[src/rtl/sca_trig_pkg.sv]
// Shared definitions for the side-channel trigger generator: modes, channel
// state encoding, default counter width and the arming-event selector.
package sca_trig_pkg;

    localparam int CNT_W_DEF = 16;

    localparam logic [1:0] MODE_OFF         = 2'd0;
    localparam logic [1:0] MODE_PULSE_START = 2'd1;
    localparam logic [1:0] MODE_LEVEL       = 2'd2;
    localparam logic [1:0] MODE_PULSE_END   = 2'd3;

    typedef enum logic [1:0] {
        ST_IDLE   = 2'd0,
        ST_DELAY  = 2'd1,
        ST_ACTIVE = 2'd2
    } state_e;

    // Start-armed modes listen to ev_start, PULSE_END to ev_end, OFF to nothing.
    function automatic logic arm_event(input logic [1:0] mode,
                                       input logic       ev_start,
                                       input logic       ev_end);
        case (mode)
            MODE_PULSE_START,
            MODE_LEVEL:       return ev_start;
            MODE_PULSE_END:   return ev_end;
            default:          return 1'b0;
        endcase
    endfunction

endpackage

[src/rtl/sca_trig_ch.sv]
// One trigger channel: config registers, IDLE/DELAY/ACTIVE FSM with a
// down-counter, registered trigger outputs and the sticky overrun flag.
module sca_trig_ch
    import sca_trig_pkg::*;
#(
    parameter int CNT_W = CNT_W_DEF
) (
    input  logic             clk,
    input  logic             rst,
    input  logic             we,
    input  logic [1:0]       cfg_mode,
    input  logic [CNT_W-1:0] cfg_delay,
    input  logic [CNT_W-1:0] cfg_width,
    input  logic             ev_start,
    input  logic             ev_end,
    output logic             trig,
    output logic             trign,
    output logic             busy,
    output logic             ovf
);

    localparam logic [CNT_W-1:0] ONE = CNT_W'(1);

    logic [1:0]       mode_q, mode_d;
    logic [CNT_W-1:0] delay_q, delay_d;
    logic [CNT_W-1:0] width_q, width_d;
    logic [CNT_W-1:0] width_eff;
    logic [CNT_W-1:0] cnt_q, cnt_d;
    state_e           state_q, state_d;
    logic             trig_d, ovf_d;
    logic             arm, free, fin;

    always_comb begin
        // NOTE: every value written here is defaulted first, so no latch can be inferred.
        mode_d    = we ? cfg_mode  : mode_q;
        delay_d   = we ? cfg_delay : delay_q;
        width_d   = we ? cfg_width : width_q;
        width_eff = (width_d == '0) ? ONE : width_d;
        arm       = arm_event(mode_d, ev_start, ev_end);
        state_d   = state_q;
        cnt_d     = cnt_q;
        trig_d    = trig;
        ovf_d     = ovf;
        free      = 1'b0;
        fin       = 1'b0;

        if (we) begin
            // A config write cancels any activity; an idle channel may still arm on it.
            ovf_d = 1'b0;
            if (state_q != ST_IDLE) begin
                state_d = ST_IDLE;
                trig_d  = 1'b0;
            end else begin
                free = 1'b1;
            end
        end else begin
            unique case (state_q)
                ST_IDLE: free = 1'b1;
                ST_DELAY: begin
                    if (mode_q == MODE_LEVEL && ev_end) begin
                        state_d = ST_IDLE;
                        free    = 1'b1;
                    end else begin
                        ovf_d = ovf | arm;
                        if (cnt_q == ONE) begin
                            state_d = ST_ACTIVE;
                            trig_d  = 1'b1;
                            cnt_d   = width_eff;
                        end else begin
                            cnt_d = cnt_q - ONE;
                        end
                    end
                end
                ST_ACTIVE: begin
                    fin = (mode_q == MODE_LEVEL) ? ev_end : (cnt_q == ONE);
                    if (fin) begin
                        state_d = ST_IDLE;
                        trig_d  = 1'b0;
                        free    = 1'b1;
                    end else begin
                        ovf_d = ovf | arm;
                        if (mode_q != MODE_LEVEL) cnt_d = cnt_q - ONE;
                    end
                end
                default: state_d = ST_IDLE;
            endcase
        end

        // The edge a channel becomes free counts as idle, so back-to-back events re-arm.
        if (free && arm) begin
            if (delay_d == '0) begin
                state_d = ST_ACTIVE;
                trig_d  = 1'b1;
                cnt_d   = width_eff;
            end else begin
                state_d = ST_DELAY;
                trig_d  = 1'b0;
                cnt_d   = delay_d;
            end
        end
    end

    always_ff @(posedge clk) begin
        // NOTE: sequential state uses non-blocking assignments; every flop, config included, clears on rst.
        if (rst) begin
            mode_q  <= MODE_OFF;
            delay_q <= '0;
            width_q <= '0;
            cnt_q   <= '0;
            state_q <= ST_IDLE;
            trig    <= 1'b0;
            trign   <= 1'b1;
            busy    <= 1'b0;
            ovf     <= 1'b0;
        end else begin
            mode_q  <= mode_d;
            delay_q <= delay_d;
            width_q <= width_d;
            cnt_q   <= cnt_d;
            state_q <= state_d;
            trig    <= trig_d;
            trign   <= ~trig_d;
            busy    <= (state_d != ST_IDLE);
            ovf     <= ovf_d;
        end
    end

endmodule

[src/rtl/sca_trig_gen.sv]
// Multi-channel trigger generator: decodes the config write to one channel
// and fans the cipher handshake events out to NCH independent channels.
module sca_trig_gen
    import sca_trig_pkg::*;
#(
    parameter int NCH   = 2,
    parameter int CNT_W = CNT_W_DEF,
    parameter int CH_W  = (NCH > 1) ? $clog2(NCH) : 1
) (
    input  logic             clk,
    input  logic             rst,
    input  logic             cfg_we,
    input  logic [CH_W-1:0]  cfg_ch,
    input  logic [1:0]       cfg_mode,
    input  logic [CNT_W-1:0] cfg_delay,
    input  logic [CNT_W-1:0] cfg_width,
    input  logic             ev_start,
    input  logic             ev_end,
    output logic [NCH-1:0]   trig,
    output logic [NCH-1:0]   trign,
    output logic [NCH-1:0]   busy,
    output logic [NCH-1:0]   ovf
);

    for (genvar i = 0; i < NCH; i++) begin : g_ch
        // Addresses at or above NCH match no channel and are dropped here.
        logic we_i;
        assign we_i = cfg_we && (cfg_ch == CH_W'(i));

        sca_trig_ch #(.CNT_W(CNT_W)) u_ch (
            .clk       (clk),
            .rst       (rst),
            .we        (we_i),
            .cfg_mode  (cfg_mode),
            .cfg_delay (cfg_delay),
            .cfg_width (cfg_width),
            .ev_start  (ev_start),
            .ev_end    (ev_end),
            .trig      (trig[i]),
            .trign     (trign[i]),
            .busy      (busy[i]),
            .ovf       (ovf[i])
        );
    end

endmodule

[config.mk]
export PLATFORM = sky130hd
export DESIGN_NAME = sca_trig_gen
export DESIGN_NICKNAME = d
export VERILOG_FILES = /design/src/rtl/sca_trig_pkg.sv /design/src/rtl/sca_trig_ch.sv /design/src/rtl/sca_trig_gen.sv
export SDC_FILE = /design/constraint.sdc
export NUM_CORES = 1
export LEC_CHECK = 0
export BUFFER_PORTS_ARGS = -buffer_cell sky130_fd_sc_hd__buf_4
export CAP_MARGIN = 10
export CORE_MARGIN = 2
export CORE_UTILIZATION = 52
export CTS_CLUSTER_SIZE = 16
export DETAILED_ROUTE_END_ITERATION = 8
export GPL_ROUTABILITY_DRIVEN = 0
export HOLD_SLACK_MARGIN = 0.03
export PLACE_DENSITY = 0.7
export SYNTH_ARGS = -nofsm -noshare
export SYNTH_HDL_FRONTEND = slang
export SYNTH_SLANG_ARGS = --single-unit
[constraint.sdc]
create_clock -name clk -period 5.2 [get_ports clk]
set_input_delay 0.26 -clock clk [delete_from_list [all_inputs] [get_ports clk]]
set_output_delay 0.26 -clock clk [all_outputs]
set_load 0.01 [all_outputs]
# --- Yosys cells after proc, flatten, opt, wreduce, memory -nomap -nowiden ---
# Index checks and enable logic that the tools add are counted.
op_classes:
  n_eq_ne: 28
  add_sub_neg: 2
  n_reduce_logical: 28
  n_mux: 76
  n_bitwise: 5
op_table:
  columns: ["op", "count"]
  rows:
  - ["16-bit 2-to-1 mux", 20]
  - ["16-bit logical NOT", 4]
  - ["16-bit one-hot mux with 2 select lines", 2]
  - ["16-bit by 1-bit equality test with 1-bit output (second input constant)", 2]
  - ["2-bit 2-to-1 mux", 16]
  - ["16-bit by 1-bit subtractor with 16-bit output (second input constant)", 2]
  - ["1-bit 2-to-1 mux", 28]
  - ["2-bit equality test (second input constant)", 8]
  - ["2-bit != test (second input constant)", 8]
  - ["3-bit != test (second input constant)", 4]
  - ["1-bit one-hot mux with 2 select lines", 6]
  - ["2-bit one-hot mux with 3 select lines", 2]
  - ["2-bit nonzero test", 6]
  - ["5-bit AND reduction", 2]
  - ["2-bit by 1-bit equality test with 1-bit output (second input constant)", 4]
  - ["2-bit OR reduction", 4]
  - ["1-bit logical AND", 6]
  - ["3-bit by 1-bit != test with 1-bit output (second input constant)", 2]
  - ["1-bit one-hot mux with 3 select lines", 2]
  - ["3-bit AND reduction", 2]
  - ["3-bit nonzero test", 2]
  - ["2-bit logical NOT", 2]
  - ["1-bit inverter", 3]
  - ["1-bit bitwise OR", 2]
totals:
  wordCells: 157
  register_bits: 112
  inputBits: 40
  output_inout_bits: 8

# --- Depth between registers and ports, before layout ---
# Gate-level depths: netlist of the first run.
depth:
  depth_word: 10
  ltp_mapped: 15
  depth_no_buf: 10

# --- Hierarchy ---
# From an unflattened synthesis of the first run, not the netlist that was laid out.
unflattened:
  hier_cells: 788
  area_unflattened_um2: 6734.0
by_module_without_submodules:
  columns: ["mod", "seq_area_each_um2", "area_per_inst_um2", "cells_per_inst", "n_inst"]
  rows:
  - ["sca_trig_ch (g_ch[1].u_ch)", 1121.1, 3425.8, 395, 1]
  - ["sca_trig_ch (g_ch[0].u_ch)", 1121.1, 3291.9, 391, 1]
  - ["sca_trig_gen", 0.0, 16.3, 2, 1]

# --- Worst setup path before layout of the first run ---
# No wires, ideal clock.
synth_path:
  path_kind: "in2reg"
  start: "in cfg_ch"
  end: "reg g_ch[0].u_ch.cnt_q[11]"
  n_path_buf: 5
  t_required_ns: 5.078
  path_slack_ns: 2.106
  cell_stages: 14
  arrival_time_ns: 2.973
  path_cell_list: "nand2b_1 -> clkbuf_1 -> clkbuf_1 -> buf_1 -> mux2i_1 -> inv_1 -> ha_1 -> a22oi_1 -> nor2_1 -> nand3_1 -> buf_2 -> buf_2 -> o21ai_0 -> a21oi_1"
synth_between:
  word_cells_on_any_way: 27
  classes_between: "eq/ne: 7; mux: 12; bitwise: 1; reduce/logical: 7"
synth_lines:
  columns: ["item", "line_no", "rtl"]
  rows:
  - ["start: declaration", "sca_trig_gen.sv:13", "input logic [CH_W-1:0] cfg_ch,"]
  - ["1-bit inverter (*)", "sca_trig_gen.sv:28", "assign we_i = cfg_we && (cfg_ch == CH_W'(i));"]
  - ["1-bit logical AND (*)", "sca_trig_gen.sv:28", null]
  - ["2-bit 2-to-1 mux (*)", "sca_trig_ch.sv:35", "mode_d = we ? cfg_mode : mode_q;"]
  - ["via g_ch[0].u_ch.mode_d[1]", "sca_trig_ch.sv:24", "logic [1:0] mode_q, mode_d;"]
  - ["2-bit by 1-bit equality test with 1-bit output or 2-bit equality test (tied branches)", "sca_trig_pkg.sv:22", "case (mode)"]
  - ["2-bit OR reduction", "sca_trig_pkg.sv:22", null]
  - ["1-bit one-hot mux with 2 select lines (*)", "sca_trig_pkg.sv:22", null]
  - ["1-bit logical AND (*)", "sca_trig_ch.sv:90", "if (free && arm) begin"]
  - ["3-bit != test (no source line), or another cell as far along", null, null]
  - ["5-bit AND reduction (no source line)", null, null]
  - ["end signal: assignment", "sca_trig_ch.sv:119", "cnt_q <= cnt_d;"]
  - ["end: declaration", "sca_trig_ch.sv:28", "logic [CNT_W-1:0] cnt_q, cnt_d;"]
# The timed path passes the listed nets; every way through them passes the cells marked *. The select of a mux whose other input is x is not followed.
# A chain may end at the register's enable or synchronous reset.

# --- Worst setup path in the final report of the first run ---
layout_path:
  start: "reg g_ch[0].u_ch.cnt_q[2]"
  end: "reg g_ch[0].u_ch.cnt_q[5]"
layout_between:
  elab_chain_len: 8
  word_cells_on_any_way: 20
  classes_between: "add/sub: 1; eq/ne: 5; mux: 11; reduce/logical: 3"
layout_rtl:
  columns: ["item"]
  rows:
  - ["parallel branches: the longest is 8 deep, another holds 16-bit by 1-bit subtractor with 16-bit output"]
# Several ways; the timed one is not identified. The select of a mux whose other input is x is not followed.

==> results of run 1 <==
[layout by cell type, fill, tap and decap left out, types with 7 or more instances in the layout]
cell type    n
a22oi_1      7
a311oi_1    15
nor2_1      88
nor3_1      17
buf_4       52
xor2_1      10
a31oi_1     11
a211oi_1    19
xnor2_1      7
clkbuf_16    9
mux2i_1     42
nand3_1     16
o21ai_0     22
o211ai_1     8
nand2_1    121
inv_1       18
o21ai_1     10
ha_1        16
and2_1       9
a21o_1       9
o2bb2ai_1    7
dfxtp_1    112
nor4_1      24
or4_1       11
a21oi_1     59
o22ai_1      9
[kinds of logic after synthesis]
group           after synthesis
fa+ha+maj                    16
buf+inv                      77
flops                       112
compound gates              227
mux                          43
simple gates                343
xor+xnor                     17
[power by group through the flow]
stage | Combinational (mW) | Sequential (mW) | Clock (mW)
4_1_cts | 0.740 | 0.986 | 0.665
3_3_place_gp | 0.720 | 1.00 | 0
6_report | 0.759 | 0.989 | 0.661
2_1_floorplan | 0.567 | 0.984 | 0
3_5_place_dp | 0.734 | 1.01 | 0
5_1_grt | 0.828 | 0.996 | 0.707
[layout make-up]
cell class	instances	area, sq um
fillers	1165	5270
multi-input cells	646	4110
flip-flops and latches	112	2240
repair buffers	52	390
clock buffers	13	250
well taps	172	215
inverters	18	67.6
clock inverters	3	17.5
diodes	1	2.50
[sequential cells by signal, indices dropped and copies added (netlist names)]
name               cells
g_ch.u_ch.busy         2
g_ch.u_ch.cnt_q       32
g_ch.u_ch.delay_q     32
g_ch.u_ch.mode_q       4
g_ch.u_ch.ovf          2
g_ch.u_ch.state_q      4
g_ch.u_ch.trig         2
g_ch.u_ch.trign        2
g_ch.u_ch.width_q     32
[tightest hold or removal path: stages]
cell and delay [ns]:
buf_4 0.13, nand2_1 0.05, a21oi_1 0.05
[routing by layer]
metal | up-vias | part of all wire
li1 | 3090 | -
met3 | 51 | 0.097
met5 | - | 0
met4 | 0 | 0.025
met2 | 370 | 0.43
met1 | 3212 | 0.45
[through the flow]
step                cells  setup slack [ns]  area, sq um  power [mW]  utilization
floorplan             835              2.11         6690        1.55            -
finish               1017              1.90         7300        2.41        0.581
detailed placement   1000              1.80         7030        1.74        0.559
global placement     1000              2.00         7030        1.72        0.559
CTS                  1016              1.94         7290        2.39        0.580
global route         1016              1.68         7290        2.53        0.580
[worst max path at each step]
stage                                           to  slack [ns]  cells after the start
3_3_place_gp    g_ch[0].u_ch.cnt_q[5]$_SDFFE_PP0P_        2.00                     10
4_1_cts         g_ch[0].u_ch.cnt_q[5]$_SDFFE_PP0P_        1.94                      6
6_report        g_ch[0].u_ch.cnt_q[5]$_SDFFE_PP0P_        1.90                      6
3_5_place_dp    g_ch[0].u_ch.cnt_q[5]$_SDFFE_PP0P_        1.80                     10
2_1_floorplan  g_ch[0].u_ch.cnt_q[11]$_SDFFE_PP0P_        2.11                     14
5_1_grt         g_ch[0].u_ch.cnt_q[3]$_SDFFE_PP0P_        1.68                      6
==> impl_metrics.env, run 1 <==
export IMPL_syn_cell_area_sq_um=6690
export IMPL_max_clock_freq_ghz=0.303
export IMPL_ys_seq_elements=112
export IMPL_worstSetupStartpoint="g_ch[0].u_ch.cnt_q[2]$_SDFFE_PP0P_"
export IMPL_hold_class="input port to register"
export IMPL_fin_skew_ns=0.00535
export IMPL_drc=0
export IMPL_p_leak_nw=2.85
export IMPL_gr_usage_all_layers=0.290
export IMPL_grt_overflow_total=0
export IMPL_h_tree_depth=3
export IMPL_drv_cap=0
export IMPL_critPathBufInv=0
export IMPL_finalCritPeriodShare=0.635
export IMPL_pwr_share_clk=0.275
export IMPL_ys_top_cells_by_count="122 x nand2_1, 112 x dfxtp_1, 88 x nor2_1"
export IMPL_hp_start="cfg_delay[8]"
export IMPL_ctsResizeCount=0
export IMPL_avgViaCountPerCell=6.61
export IMPL_grt_pass1_vias=6217
export IMPL_power_frac_comb=0.315
export IMPL_synthTopCellsByArea="dfxtp_1 34%, nand2_1 6.9%, mux2i_1 6.3%"
export IMPL_use_met2=0.427
export IMPL_holdPathEnd="g_ch[0].u_ch.delay_q[8]$_SDFF_PP0_"
export IMPL_p_sw_uw=850
export IMPL_dieArea_sq_um=13800
export IMPL_cts_clk_slew_worst_paths_ns=0.07
export IMPL_syn_to_final_growth_pct=9.15
export IMPL_synth_top_area_share=0.335
export IMPL_p_seq_frac=0.410
export IMPL_rr_endpoint="g_ch[0].u_ch.cnt_q[5]$_SDFFE_PP0P_"
export IMPL_avgRoutedWirePerCell_microns=20.0
export IMPL_slew_violations=0
export IMPL_yosys_area_share_simple=0.259
export IMPL_outcome="finished, final reports clean"
export IMPL_use_met1=0.420
export IMPL_post_cts_buffers=0
export IMPL_cts_tree="built"
export IMPL_initial_core_util=0.532
export IMPL_synth_ff_type="dfxtp_1"
export IMPL_power_density_nw_per_um2=330
export IMPL_worstPathArrival_ns=3.47
export IMPL_synth_largest_area_cell="dfxtp_1"
export IMPL_coreArea_sq_um=12600
export IMPL_ys_async_sr_fraction=0
export IMPL_rsz0062_at_grt="no"
export IMPL_synth_edf_count=0
export IMPL_critPathKind="register to register"
export IMPL_rr_worst_depth=6
export IMPL_hold_viol=0
export IMPL_synth_xor_area_frac=0.0223
export IMPL_grt_util_met3=0.0496
export IMPL_worst_slew_pin_slew_ns=1.13
export IMPL_ios=48
export IMPL_path_cells="or4_1 > nor4_1 > a311o_1 > nand3_1 > nor4bb_1 > a311oi_1"
export IMPL_relSlewSlack=0.223
export IMPL_synth_compound_area_frac=0.236
export IMPL_cts_buffers=9
export IMPL_dpl_hpwl_mm=14.8
export IMPL_switching_share=0.353
export IMPL_row_count=41
export IMPL_port_buffer_count=47
export IMPL_antenna_found_initial=1
export IMPL_grt_max_degree=97
export IMPL_antenna_left=0
export IMPL_drtIter0Drc=1061
export IMPL_intPower_mw=1.56
export IMPL_clk_latency_ns=0.36
export IMPL_r2r_start="g_ch[0].u_ch.cnt_q[2]$_SDFFE_PP0P_"
export IMPL_max_stage_delay_ns=0.83
export IMPL_critPathLaunchType="register"
export IMPL_critPathMaxFanout=31
export IMPL_cts_num_sinks=112
export IMPL_syn_inst=835
export IMPL_hold_depth=3
export IMPL_yosysMostFrequentCell="nand2_1"
export IMPL_required_ns=5.37
export IMPL_reg2reg_setup_slack_ns=1.90
export IMPL_dr_pass1_iters=5
export IMPL_vias=6723
export IMPL_cts_root_buf="clkbuf_16"
export IMPL_die_w_microns=117
export IMPL_ys_types=74
export IMPL_setup_viol=0
export IMPL_avgSynthCellArea_sq_um=8.01
export IMPL_die_h_microns=117
export IMPL_fin_nets=895
export IMPL_synth_adder_area_share=0.0299
export IMPL_yosys_mux_area_fraction=0.0663
export IMPL_grt_pass1_wl_mm=32.5
export IMPL_ir_worst_vdd_v=0.000172
export IMPL_cts_hold_buffers=0
export IMPL_synth_nets=891
export IMPL_cp_slowest_cell="nand3_1"
export IMPL_yosysSeqAreaShare=0.335
export IMPL_drt_wl_total_mm=20.3
export IMPL_busiest_layer="met2"
export IMPL_synth_yosys_warnings=0
export IMPL_end_kind="register"
export IMPL_period_needed_ns=3.30
export IMPL_cts_buffer_depth=2
export IMPL_timing_hold_ws_ns=0.180
export IMPL_crit_family="simple AND/OR/NAND/NOR gates"
export IMPL_tns_ns=0
export IMPL_synth_top_family_by_area="simple AND/OR/NAND/NOR gates"
export IMPL_layout_drive_gt1_share=0.104
Power figures use the tool's default switching activity.
==> inputs of run 2 (changes only) <==
--- a/config.mk
+++ b/config.mk
@@ -5,6 +5,7 @@
 export SDC_FILE = /design/constraint.sdc
 export NUM_CORES = 1
 export LEC_CHECK = 0
+export ABC_AREA = 1
 export BUFFER_PORTS_ARGS = -buffer_cell sky130_fd_sc_hd__buf_4
 export CAP_MARGIN = 10
 export CORE_MARGIN = 2
@@ -13,7 +14,7 @@
 export DETAILED_ROUTE_END_ITERATION = 8
 export GPL_ROUTABILITY_DRIVEN = 0
 export HOLD_SLACK_MARGIN = 0.03
-export PLACE_DENSITY = 0.7
+export PLACE_DENSITY = 0.73
 export SYNTH_ARGS = -nofsm -noshare
 export SYNTH_HDL_FRONTEND = slang
 export SYNTH_SLANG_ARGS = --single-unit
==> constraint.sdc (replaced) <==
create_clock -name clk -period 2.85 [get_ports clk]
set_input_delay 0.1425 -clock clk [delete_from_list [all_inputs] [get_ports clk]]
set_output_delay 0.1425 -clock clk [all_outputs]
set_load 0.01 [all_outputs]
==> impl_metrics.env, run 2 <==
export IMPL_outcome="finished, violations left"
export IMPL_violations="DRC"
export IMPL_seq_area_sq_um=2240
export IMPL_stdcell_count=1364
export IMPL_utilization=0.602
export IMPL_syn_to_final_growth_pct=11.9
export IMPL_placedCellCount=1348
export IMPL_die_w_microns=119
export IMPL_grt_pass1_wl_mm=33.2
export IMPL_clk_latency_ns=0.37
export IMPL_synth_top_area_share=0.327
export IMPL_drtIter0Drc=647
export IMPL_fin_skew_ns=0.00743
export IMPL_dieArea_sq_um=14100
export IMPL_total_power_mw=4.74
export IMPL_syn_inst=1151
export IMPL_relSlewSlack=0.471
export IMPL_final_cell_mix="329 x nand2_1, 237 x nor2_1, 136 x inv_1"
export IMPL_finalWorstSetupSlack_ns=0.380
export IMPL_cts_hold_buffers=0
export IMPL_synth_yosys_warnings=0
export IMPL_place_ws_ns=0.266
export IMPL_fill_cells=1247
export IMPL_ys_types=35
export IMPL_synth_largest_area_cell="dfxtp_1"
export IMPL_yosysSeqAreaShare=0.327
export IMPL_port_buffer_count=47
export IMPL_ys_seq_elements=112
export IMPL_synth_ff_type="dfxtp_1"
export IMPL_syn_cell_area_sq_um=6870
export IMPL_fin_nets=1243
export IMPL_antenna_cells=0
export IMPL_drt_wl_total_mm=20.4
export IMPL_final_common_cell="nand2_1"
export IMPL_cts_buffer_depth=2
export IMPL_synth_edf_count=0
export IMPL_ys_async_sr_fraction=0
export IMPL_slew_violations=0
export IMPL_power_density_nw_per_um2=617
export IMPL_avgSynthCellArea_sq_um=5.96
export IMPL_grt_max_degree=72
export IMPL_critPathKind="register to register"
export IMPL_yosysMostFrequentCell="nand2_1"
export IMPL_critPathLaunchType="register"
export IMPL_ys_top_cells_by_count="330 x nand2_1, 237 x nor2_1, 136 x inv_1"
export IMPL_dr_pass1_iters=9
export IMPL_vias=7139
export IMPL_critPathMaxFanout=7
export IMPL_max_clock_freq_ghz=0.405
export IMPL_antenna_left=0
export IMPL_drc=11
export IMPL_end_kind="register"
export IMPL_multi_input_area_sq_um=3830
export IMPL_initial_core_util=0.537
export IMPL_hold_viol=0
export IMPL_avgRoutedWirePerCell_microns=14.9
export IMPL_rsz0062_at_grt="no"
export IMPL_gr_usage_all_layers=0.294
export IMPL_row_count=41
export IMPL_antenna_found_initial=0
export IMPL_dpl_hpwl_mm=15.2
export IMPL_grt_overflow_total=0
export IMPL_grt_pass1_vias=6583
export IMPL_h_tree_depth=3
export IMPL_synth_nets=1207
export IMPL_ios=48
export IMPL_timing_hold_ws_ns=0.0687
export IMPL_tns_ns=0
export IMPL_layout_drive_gt1_share=0.0906
export IMPL_fin_area_sq_um=7680
export IMPL_cts_root_buf="clkbuf_16"
export IMPL_cts_clk_slew_worst_paths_ns=0.08
export IMPL_period_needed_ns=2.47
export IMPL_p_leak_nw=3.94
export IMPL_coreArea_sq_um=12800
export IMPL_cts_tree="built"
export IMPL_ir_worst_vdd_v=0.000342
export IMPL_place_area_sq_um=7360
export IMPL_die_h_microns=119
export IMPL_worst_slew_pin_slew_ns=0.794
export IMPL_cts_buffers=9
export IMPL_largestRegisters="g_ch.u_ch.cnt_q: 32 flops, g_ch.u_ch.delay_q: 32 flops, g_ch.u_ch.width_q: 32 flops"
export IMPL_cts_num_sinks=112
export IMPL_avgViaCountPerCell=5.23
export IMPL_setup_viol=0
export IMPL_worstPathArrival_ns=2.78
export IMPL_hold_class="input port to register"
export IMPL_finalCritPeriodShare=0.867
export IMPL_drv_cap=0
export IMPL_required_ns=3.16
export IMPL_synthTopCellsByArea="dfxtp_1 33%, nand2_1 18%, nor2_1 13%"
run 2: layout make-up:
| cell class | count | area share |
|---|---|---|
| timing repair buffer | 73 | 0.0713 |
| inverter | 140 | 0.0684 |
| sequential | 112 | 0.292 |
| tap | 172 | 0.0280 |
| multi-input combinational | 851 | 0.499 |
| clock inverter | 6 | 0.0119 |
| clock buffer | 10 | 0.0298 |
run 2: repair_timing:
action                                  CTS  global route
resized for setup                         0             2
buffers inserted                          0             0
endpoints found under the setup margin    0             9
run 2: critical path: stages (launching register included):
cell and delay, ns:
dfxtp_1 0.31, inv_1 0.10, ha_1 0.15, inv_1 0.05, nor2_1 0.13, nand2_1 0.07, nor2_1 0.22, nand3_1 0.14
nand2_1 0.12, nand3_1 0.09, nand2_1 0.14, nand3_2 0.19, inv_1 0.14, nand2_1 0.23, nor2_1 0.18, nor2_1 0.07
nor2_1 0.08
run 2: worst paths after layout:
| kind | start | cells after the start | to | slack [ns] |
|---|---|---|---|---|
| hold / removal | cfg_delay[10] | 3 | g_ch[0].u_ch.delay_q[10]$_SDFF_PP0_ | 0.07 |
| setup reg to reg | g_ch[1].u_ch.cnt_q[1]$_SDFFE_PP0P_ | 16 | g_ch[1].u_ch.cnt_q[13]$_SDFFE_PP0P_ | 0.38 |
| hold reg to reg | g_ch[1].u_ch.delay_q[2]$_SDFF_PP0_ | 2 | g_ch[1].u_ch.delay_q[2]$_SDFF_PP0_ | 0.48 |
| setup / recovery | g_ch[1].u_ch.cnt_q[1]$_SDFFE_PP0P_ | 16 | g_ch[1].u_ch.cnt_q[13]$_SDFFE_PP0P_ | 0.38 |
run 2: cells by family after synthesis:
logic type | after synthesis | share of synthesized area
fa+ha+maj | 16 | 0.0292
simple gates | 649 | 0.379
flops | 112 | 0.327
compound gates | 171 | 0.130
xor+xnor | 15 | 0.0191
buf+inv | 188 | 0.116
run 2: power breakdown:
part           switching (mW)  internal (mW)
Combinational           0.985          0.547
Sequential              0.103           1.70
Clock                   0.630          0.777
Total                    1.72           3.02
run 2: metal layers:
| metal | track usage | up-vias | wire length (microns) |
|---|---|---|---|
| li1 | - | 3633 | - |
| met1 | 0.389 | 3189 | 8940 |
| met2 | 0.480 | 275 | 9510 |
| met3 | 0.0517 | 42 | 1380 |
| met4 | 0.109 | 0 | 539 |
| met5 | 0 | - | 0 |
==> inputs of run 3 (changes only) <==
--- a/config.mk
+++ b/config.mk
@@ -8,13 +8,15 @@
 export ABC_AREA = 1
 export BUFFER_PORTS_ARGS = -buffer_cell sky130_fd_sc_hd__buf_4
 export CAP_MARGIN = 10
+export CELL_PAD_IN_SITES_DETAIL_PLACEMENT = 1
+export CELL_PAD_IN_SITES_GLOBAL_PLACEMENT = 1
 export CORE_MARGIN = 2
-export CORE_UTILIZATION = 52
+export CORE_UTILIZATION = 38
 export CTS_CLUSTER_SIZE = 16
 export DETAILED_ROUTE_END_ITERATION = 8
 export GPL_ROUTABILITY_DRIVEN = 0
 export HOLD_SLACK_MARGIN = 0.03
-export PLACE_DENSITY = 0.73
+export PLACE_DENSITY_LB_ADDON = 0.1
 export SYNTH_ARGS = -nofsm -noshare
 export SYNTH_HDL_FRONTEND = slang
 export SYNTH_SLANG_ARGS = --single-unit
==> impl_metrics.env, run 3 (same netlist as run 2, synthesis figures left out) <==
export IMPL_drv_cap=0
export IMPL_finalCritPeriodShare=0.871
export IMPL_rr_endpoint="g_ch[1].u_ch.cnt_q[8]$_SDFFE_PP0P_"
export IMPL_port_buffer_count=47
export IMPL_place_area_sq_um=7460
export IMPL_tns_ns=0
export IMPL_grt_max_degree=72
export IMPL_cts_num_sinks=112
export IMPL_fin_area_sq_um=7750
export IMPL_crit_family="simple AND/OR/NAND/NOR gates"
export IMPL_drt_wl_total_mm=23.8
export IMPL_antenna_cells=0
export IMPL_dr_pass1_iters=4
export IMPL_cts_root_buf="clkbuf_16"
export IMPL_fin_skew_ns=0.00978
export IMPL_drc=0
export IMPL_worst_path_stages=11
export IMPL_drtIter0Drc=321
export IMPL_final_cell_mix="330 x nand2_1, 237 x nor2_1, 136 x inv_1"
export IMPL_reg2reg_setup_slack_ns=0.37
export IMPL_grt_pass1_vias=7126
export IMPL_cts_buffer_depth=2
export IMPL_initial_core_util=0.385
export IMPL_gr_usage_all_layers=0.252
export IMPL_cts_buffers=9
export IMPL_rr_worst_depth=11
export IMPL_clk_latency_ns=0.37
export IMPL_setup_viol=0
export IMPL_hold_viol=0
export IMPL_antenna_left=0
export IMPL_cp_common_cell="nand2_1"
export IMPL_slew_violations=0
export IMPL_cp_slowest_cell="dfxtp_1"
export IMPL_layout_drive_gt1_share=0.0943
export IMPL_final_common_cell="nand2_1"
export IMPL_critPathBufInv=2
export IMPL_dieArea_sq_um=19200
export IMPL_ir_worst_vdd_v=0.000311
export IMPL_end_kind="register"
export IMPL_path_cells="nand2_1 > o21ai_0 > inv_1 > ha_1 > nand2_1 > a21oi_1 > nand3_1 > nand2_1 > buf_4 > o21ai_0 > nor2_1"
export IMPL_fill_cells=2462
export IMPL_row_count=49
export IMPL_hp_start="cfg_delay[13]"
export IMPL_cts_tree="built"
export IMPL_hold_depth=3
export IMPL_syn_to_final_growth_pct=12.9
export IMPL_total_power_mw=4.67
export IMPL_worst_slew_pin_slew_ns=0.814
export IMPL_critPathMaxFanout=9
export IMPL_power_density_nw_per_um2=603
export IMPL_utilization=0.434
export IMPL_vias=7158
export IMPL_required_ns=3.16
export IMPL_dpl_hpwl_mm=18.9
export IMPL_rsz0062_at_grt="no"
export IMPL_multi_input_area_sq_um=3820
export IMPL_avgRoutedWirePerCell_microns=16.7
export IMPL_outcome="finished, final reports clean"
export IMPL_max_clock_freq_ghz=0.403
export IMPL_timing_hold_ws_ns=0.0664
export IMPL_critPathKind="register to register"
export IMPL_cts_clk_slew_worst_paths_ns=0.08
export IMPL_period_needed_ns=2.48
export IMPL_r2r_start="g_ch[1].u_ch.mode_q[1]$_SDFF_PP0_"
export IMPL_critPathLaunchType="register"
export IMPL_grt_overflow_total=0
export IMPL_relSlewSlack=0.457
export IMPL_p_leak_nw=3.94
export IMPL_die_h_microns=138
export IMPL_antenna_found_initial=0
export IMPL_seq_area_sq_um=2240
export IMPL_die_w_microns=138
export IMPL_grt_pass1_wl_mm=38.5
export IMPL_holdPathEnd="g_ch[0].u_ch.delay_q[13]$_SDFF_PP0_"
export IMPL_largestRegisters="g_ch.u_ch.cnt_q: 32 flops, g_ch.u_ch.delay_q: 32 flops, g_ch.u_ch.width_q: 32 flops"
export IMPL_worstPathArrival_ns=2.79
export IMPL_avgViaCountPerCell=5.02
export IMPL_h_tree_depth=3
export IMPL_coreArea_sq_um=17800
export IMPL_max_stage_delay_ns=0.42
export IMPL_fin_nets=1249
export IMPL_hold_class="input port to register"
export IMPL_ios=48
==> run 3: layout make-up <==
| cell class | count | area share |
|---|---|---|
| clock inverters | 7 | 0.00694 |
| inverters | 140 | 0.0678 |
| flip-flops and latches | 112 | 0.289 |
| well taps | 229 | 0.0370 |
| multi-input cells | 851 | 0.493 |
| repair buffers | 79 | 0.0765 |
| clock buffers | 9 | 0.0291 |
==> run 3: metal layers <==
| layer | GRT usage | part of all wire | up-vias |
|---|---|---|---|
| met2 | 0.450 | 0.50 | 70 |
| li1 | - | - | 3650 |
| met3 | 0.0319 | 0.021 | 21 |
| met5 | 0 | 0 | - |
| met1 | 0.324 | 0.47 | 3417 |
| met4 | 0.0618 | 0.016 | 0 |
==> run 3: worst max-delay path by stage <==
stage / start / to / slack (ns)
5_1_grt: g_ch[1].u_ch.cnt_q[1]$_SDFFE_PP0P_ / g_ch[1].u_ch.cnt_q[10]$_SDFFE_PP0P_ / 0.01
4_1_cts: g_ch[1].u_ch.mode_q[1]$_SDFF_PP0_ / g_ch[1].u_ch.cnt_q[8]$_SDFFE_PP0P_ / 0.29
2_1_floorplan: cfg_we / g_ch[0].u_ch.cnt_q[13]$_SDFFE_PP0P_ / 0.37
3_3_place_gp: cfg_ch / g_ch[0].u_ch.cnt_q[9]$_SDFFE_PP0P_ / 0.21
3_5_place_dp: cfg_we / g_ch[1].u_ch.cnt_q[8]$_SDFFE_PP0P_ / 0.15
6_report: g_ch[1].u_ch.mode_q[1]$_SDFF_PP0_ / g_ch[1].u_ch.cnt_q[8]$_SDFFE_PP0P_ / 0.37
==> run 3: metrics by stage <==
step / std cells / setup slack, ns
finish: 1427 / 0.368
global route: 1427 / 0.0124
CTS: 1426 / 0.293
detailed placement: 1410 / 0.154
global placement: 1410 / 0.212
floorplan: 1151 / 0.367
==> run 3: repair_timing <==
| action | 4_1_cts | 5_1_grt |
|---|---|---|
| gates resized for setup | 0 | 0 |
| endpoints found under the setup margin | 0 | 5 |
| setup buffers | 0 | 1 |
| hold buffers | 0 | 0 |
==> run 3: report_power, final <==
part	leakage [nW]	internal [mW]	switching (mW)
clock network	0.129	0.604	0.669
logic	2.89	0.558	1.04
registers	0.918	1.70	0.109
total	3.94	2.86	1.81
==> run 3: worst min-delay path, stage by stage <==
cell     delay [ns]
buf_4          0.09
o21ai_1        0.08
nor2_1         0.08
